## src/rtl/gpio_port.sv

```systemverilog
// gpio_port: memory-mapped GPIO output port with set/clear/toggle aliases
// and a hardware blink engine that periodically XORs MASK into OUT.
//
// Ports:
//   xtal    - clock, all state updates on the rising edge
//   resetn  - asynchronous active-low reset
//   sel     - peripheral selected by the address decoder
//   addr    - register word offset (0 OUT, 1 SET, 2 CLR, 3 TOG,
//             4 PERIOD, 5 MASK, 6 CTRL, 7 reserved)
//   wdata   - write data
//   wmask   - byte write enables; nonzero with sel high is a write
//   rstrb   - one-cycle read strobe
//   rdata   - read data, zero whenever rvalid is low
//   rvalid  - one-cycle pulse marking rdata valid
//   gpio    - pin levels, driven straight from OUT
//
// Blink FSM:
//   state   | meaning
//   S_IDLE  | blink engine stopped, cnt held
//   S_COUNT | cnt counts down; at 0 OUT ^= MASK and cnt reloads PERIOD

module gpio_port #(
  parameter int WIDTH = 1,
  parameter int CNT_W = 24
) (
  input  logic             xtal,
  input  logic             resetn,
  input  logic             sel,
  input  logic [2:0]       addr,
  input  logic [31:0]      wdata,
  input  logic [3:0]       wmask,
  input  logic             rstrb,
  output logic [31:0]      rdata,
  output logic             rvalid,
  output logic [WIDTH-1:0] gpio
);

  typedef enum logic {S_IDLE, S_COUNT} state_t;

  localparam logic [2:0] A_OUT    = 3'd0;
  localparam logic [2:0] A_SET    = 3'd1;
  localparam logic [2:0] A_CLR    = 3'd2;
  localparam logic [2:0] A_TOG    = 3'd3;
  localparam logic [2:0] A_PERIOD = 3'd4;
  localparam logic [2:0] A_MASK   = 3'd5;
  localparam logic [2:0] A_CTRL   = 3'd6;

  state_t           state;
  logic [WIDTH-1:0] out_q;
  logic [CNT_W-1:0] period_q;
  logic [WIDTH-1:0] mask_q;
  logic             blink_en_q;
  logic [CNT_W-1:0] cnt;

  logic             wr_en;
  logic [31:0]      bmask;
  logic [31:0]      wd;
  logic             sw_out_wr;
  logic [WIDTH-1:0] out_sw_nxt;
  logic             period_wr;
  logic [CNT_W-1:0] period_nxt;
  logic [31:0]      rd_mux;

  assign wr_en = sel && (wmask != 4'b0000);
  assign bmask = {{8{wmask[3]}}, {8{wmask[2]}}, {8{wmask[1]}}, {8{wmask[0]}}};
  assign wd    = wdata & bmask;

  assign sw_out_wr = wr_en && (addr == A_OUT || addr == A_SET ||
                               addr == A_CLR || addr == A_TOG);
  assign period_wr = wr_en && (addr == A_PERIOD);

  // Software view of OUT after this cycle's write; the FSM decides whether
  // it or the blink toggle wins.
  always_comb begin
    out_sw_nxt = out_q;
    case (addr)
      A_OUT:   out_sw_nxt = (out_q & ~bmask[WIDTH-1:0]) | wd[WIDTH-1:0];
      A_SET:   out_sw_nxt = out_q | wd[WIDTH-1:0];
      A_CLR:   out_sw_nxt = out_q & ~wd[WIDTH-1:0];
      A_TOG:   out_sw_nxt = out_q ^ wd[WIDTH-1:0];
      default: out_sw_nxt = out_q;
    endcase
  end

  // Next PERIOD value, also used to reload cnt so a new period takes
  // effect right away instead of after the current count expires.
  always_comb begin
    period_nxt = period_q;
    if (period_wr)
      period_nxt = (period_q & ~bmask[CNT_W-1:0]) | wd[CNT_W-1:0];
  end

  always_comb begin
    rd_mux = '0;
    case (addr)
      A_OUT:    rd_mux[WIDTH-1:0] = out_q;
      A_PERIOD: rd_mux[CNT_W-1:0] = period_q;
      A_MASK:   rd_mux[WIDTH-1:0] = mask_q;
      A_CTRL:   rd_mux[0]         = blink_en_q;
      default:  rd_mux            = '0;
    endcase
  end

  always_ff @(posedge xtal or negedge resetn) begin
    if (!resetn) begin
      period_q   <= '0;
      mask_q     <= '0;
      blink_en_q <= 1'b0;
    end else begin
      period_q <= period_nxt;
      if (wr_en && addr == A_MASK)
        mask_q <= (mask_q & ~bmask[WIDTH-1:0]) | wd[WIDTH-1:0];
      if (wr_en && addr == A_CTRL && wmask[0])
        blink_en_q <= wdata[0];
    end
  end

  always_ff @(posedge xtal or negedge resetn) begin
    if (!resetn) begin
      state <= S_IDLE;
      cnt   <= '0;
      out_q <= '0;
    end else begin
      if (sw_out_wr)
        out_q <= out_sw_nxt;
      case (state)
        S_IDLE: begin
          if (blink_en_q && period_q != '0) begin
            state <= S_COUNT;
            cnt   <= period_q;
          end
        end
        S_COUNT: begin
          if (!blink_en_q || period_q == '0) begin
            state <= S_IDLE;
          end else if (cnt == '0) begin
            // A coinciding software write owns OUT; the toggle is dropped.
            if (!sw_out_wr)
              out_q <= out_q ^ mask_q;
            cnt <= period_nxt;
          end else if (period_wr) begin
            cnt <= period_nxt;
          end else begin
            cnt <= cnt - CNT_W'(1);
          end
        end
        default: state <= S_IDLE;
      endcase
    end
  end

  always_ff @(posedge xtal or negedge resetn) begin
    if (!resetn) begin
      rvalid <= 1'b0;
      rdata  <= '0;
    end else begin
      rvalid <= sel && rstrb;
      rdata  <= (sel && rstrb) ? rd_mux : 32'h0;
    end
  end

  assign gpio = out_q;

endmodule

```

## config.mk

```make
export PLATFORM = sky130hd
export DESIGN_NAME = gpio_port
export DESIGN_NICKNAME = d
export VERILOG_FILES = /design/src/rtl/gpio_port.sv
export SDC_FILE = /design/constraint.sdc
export NUM_CORES = 1
export LEC_CHECK = 0
export CAP_MARGIN = 25
export CORE_AREA = 3 3 97 99
export DETAILED_ROUTE_END_ITERATION = 10
export DIE_AREA = 0 0 100 102
export PLACE_DENSITY = 0.7
export RECOVER_POWER = 50
export SETUP_SLACK_MARGIN = 0.1
export SYNTH_ARGS = -nofsm -noshare
export SYNTH_HDL_FRONTEND = slang
export SYNTH_SLANG_ARGS = --single-unit
```

## constraint.sdc

```tcl
create_clock -name xtal -period 4.35 [get_ports xtal]
set_input_delay 0.87 -clock xtal [delete_from_list [all_inputs] [get_ports xtal]]
set_output_delay 0.87 -clock xtal [all_outputs]
set_load 0.02 [all_outputs]
```

==> results by group <==
Status
  – Status: finished, violations left
  – Failing checks: capacitance limit, slew limit

Cells and area
  – Diode count: 0
  – Nets@finish: 497
  – Most frequent cells in the layout: dfrtp_1 (77), clkdlybuf4s50_1 (57), nand2_1 (38), nor2_1 (33), mux2_2 (29)
  – Commonest non-fill, non-tap cell in the layout: dfrtp_1
  – Area growth, synth to finish: 20.94%
  – Share of layout cells above drive strength 1: 0.1294

Logic synthesis
  – Yosys warning count: 0
  – Synth Area in Compound Gates: 0.1488
  – XOR/XNOR Fraction of Synth Area: 0.02188
  – Number of synthesized flops with an enable pin: 0
  – Syn Area/Cell: 10.16 sq um
  – Post-Syn Instances: 394
  – Distinct cells, synth: 59
  – Largest family of logic cells by synthesized area: simple AND/OR/NAND/NOR gates
  – Simple-gate area share of the yosys netlist: 0.2016
  – Post-Synth Adder-Cell Area: 0.009375
  – Mux share of post-synthesis cell area: 0.08656
  – Top FF cell, synth: dfrtp_1
  – Flops & latches, synth: 77
  – Synth Cell Area: 4004 sq um
  – Sequential element share of the synthesized area: 0.4812
  – Asr flop ratio synth: 1.000

Detailed routing
  – Top Layer Used: met4
  – Pre-Repair DR Iteration Count: 4
  – WL met3: 515 um
  – Met1 wire length: 4.298 mm
  – Vias per cell: 5.649
  – DRC viols: 0
  – First DRT Iteration DRCs: 180
  – DR vias: 3186
  – Final WL: 9.345 mm
  – Met2 WL: 4.396 mm
  – Routed Antenna Nets: 0
  – Drt wl/cell: 16.57 um

Clock network
  – Hold Buf Count CTS: 0
  – Setup bufs post-CTS: 0
  – CTS tree: done
  – CTS clk-pin slew, worst paths: 90 ps
  – Root Driver: clkbuf_8
  – H-Tree Depth: 3
  – Post-CTS sizing: 0
  – Clock buffer depth: 2
  – Clk sinks: 77
  – Clk_lat worst skew: 350 ps
  – TritonCTS buffer count: 9

GRT
  – Number of global-route vias before repair: 3083
  – Grt total ovfl: 0
  – Antenna violations before repair: 0
  – GRT Total Usage: 0.1890
  – Largest net degree at the start of global routing: 78
  – First-pass GRT wire length: 15.31 mm

Critical path
  – Flop-to-flop setup slack: 1840 ps
  – Worst setup EP type: register
  – Critical R2R Capture: cnt[18]$_DFFE_PN0P_
  – Critical path class: in2reg
  – Worst-path cell chain: clkdlybuf4s50_1 > nor4_1 > nand2b_1 > o21ai_0 > buf_4 > a211o_1 > a21oi_1 > a21oi_1
  – R2R depth: 9
  – Bufs and invs on worst path: 2
  – Family with the most delay on the worst path: simple AND/OR/NAND/NOR gates
  – Critical Path Slowest Stage Cell: clkdlybuf4s50_1
  – Type of origin of the critical path: primary input
  – Arrival time worst endpoint: 3300 ps
  – Max stage delay on crit path: 520 ps
  – Cell repeated most along the worst path: a21oi_1
  – FF-to-FF Start: cnt[1]$_DFFE_PN0P_
  – WP data required: 4560 ps
  – Worst-path maximum fanout: 10

Die
  – Starting Density: 0.4636
  – Die Y-Extent: 102 um
  – Core footprint: 8636 sq um
  – Top Ports: 77
  – Die ar.: 10200 sq um
  – FP Rows: 34
  – Die Wd: 100 um

STA
  – Period utilization: 0.7101
  – Relative slew slack: -0.1420
  – Worst setup margin: 1261 ps
  – Fin. Hold Viols: 0
  – Peak Freq: 323.7 MHz
  – Minimum clock period: 3089 ps
  – Total negative slack: 0 ps
  – Final Max Tran Viols: 71
  – RSZ-0062 raised after global routing: false
  – Setup violators final: 0
  – Worst-Margin Slew: 1713 ps
  – Final clock skew: 10.06 ps

Power
  – Maximum VDD drop: 0.1988 mV
  – Leak Pwr: 0.002051 uW
  – Pwr Density: 491.9 nW/um^2

Placed design
  – Port bufs: 60
  – GP Congestion: 0.8589
  – DPL Wire Length: 6.271 mm
  – DP Worst Slack: 938.0 ps

Run
  – Max-Cap Viols: 1

Worst hold path
  – Hold Crit Class: in2async
[flip-flops by register name (all words and copies together) (netlist names), named ones only]
| register | cells |
|---|---|
| blink_en_q | 1 |
| cnt | 24 |
| gpio | 1 |
| period_q | 24 |
| rdata | 24 |
| rvalid | 1 |
| state | 1 |
[cell families (layout without fill, tap and decap cells)]
logic type | Yosys count | count (layout)
simple gates | 147 | 147
compound gates | 89 | 89
flops | 77 | 77
buf+inv | 36 | 91
mux | 31 | 31
xor+xnor | 10 | 10
fa+ha+maj | 3 | 3
other cells | 1 | 8
[layout make-up]
class	count	area (sq um)
timing repair buffer	68	648.1
clock buffer	11	141.4
fill	756	3794
multi-input combinational	288	1904
sequential	77	1927
inverter	7	26.28
clock inverter	5	60.06
tap	108	135.1
[synth_stat cells (2+ instances only)]
library cell | n | area share
a211o_1 | 3 | 0.0066
a211oi_1 | 3 | 0.0056
a21oi_1 | 13 | 0.016
a221o_1 | 2 | 0.0050
a22o_1 | 3 | 0.0066
a31oi_1 | 19 | 0.030
a41oi_1 | 2 | 0.0044
and2_1 | 24 | 0.037
and3_1 | 2 | 0.0031
buf_2 | 6 | 0.0075
buf_4 | 8 | 0.015
buf_6 | 2 | 0.0056
clkbuf_1 | 11 | 0.010
dfrtp_1 | 77 | 0.48
ha_1 | 3 | 0.0094
inv_1 | 7 | 0.0066
mux2_2 | 29 | 0.082
mux2i_1 | 2 | 0.0050
nand2_1 | 38 | 0.036
nand3_1 | 8 | 0.010
nand3b_1 | 4 | 0.0075
nand4_1 | 3 | 0.0047
nand4b_1 | 2 | 0.0044
nor2_1 | 33 | 0.031
nor3_1 | 5 | 0.0062
nor4_1 | 13 | 0.020
nor4_4 | 2 | 0.011
nor4b_1 | 2 | 0.0044
o211ai_1 | 10 | 0.019
o21ai_0 | 19 | 0.024
o22ai_1 | 2 | 0.0031
or3_1 | 2 | 0.0031
xnor2_1 | 7 | 0.015
xor2_1 | 3 | 0.0066
[how the worst max path moves through the flow]
stage                                      to  cells past startpoint  slack [ps]      from
after floorplan            cnt[8]$_DFFE_PN0P_                      7        1910   addr[1]
after global placement    cnt[18]$_DFFE_PN0P_                      8         990  wmask[0]
after detailed placement   cnt[8]$_DFFE_PN0P_                      8         940  wmask[0]
after CTS                  cnt[8]$_DFFE_PN0P_                      8        1310  wmask[0]
after global routing      cnt[16]$_DFFE_PN0P_                      8        1040  wmask[0]
final                     cnt[16]$_DFFE_PN0P_                      8        1260  wmask[0]
[metal layers]
| layer | vias up | global-route usage |
|---|---|---|
| met4 | 0 | 0.07150 |
| met2 | 94 | 0.2996 |
| li1 | 1536 | - |
| met5 | - | 0 |
| met3 | 10 | 0.03072 |
| met1 | 1546 | 0.2629 |
[worst register-to-register path: stages, from the launching register on]
cell and delay, ps:
dfrtp_1 440, inv_1 120, ha_1 150, nor4b_1 320, nand4b_1 250, o21ai_0 480
buf_4 260, and3_1 170, a211oi_1 50, o21ai_0 190
[power breakdown]
group | switching, uW | total, uW | internal, uW | leakage [uW]
Clock | 271 | 553 | 282 | 0.0000995
Sequential | 237 | 1130 | 889 | 0.000978
Combinational | 358 | 703 | 346 | 0.000974
Total | 865 | 2380 | 1520 | 0.00205
[stage by stage]
step	hold WS (ps)	cells	cell area, sq um	utilization	total power [uW]
after CTS	536.5	563	4851	0.5617	2391
after global placement	511.0	547	4649	0.5384	1798
after global routing	421.8	564	4842	0.5607	2533
final	399.6	564	4842	0.5607	2382
after detailed placement	516.5	547	4649	0.5384	1832
after floorplan	486.4	401	4030	-	1617
(Power assumes the default switching activity.)
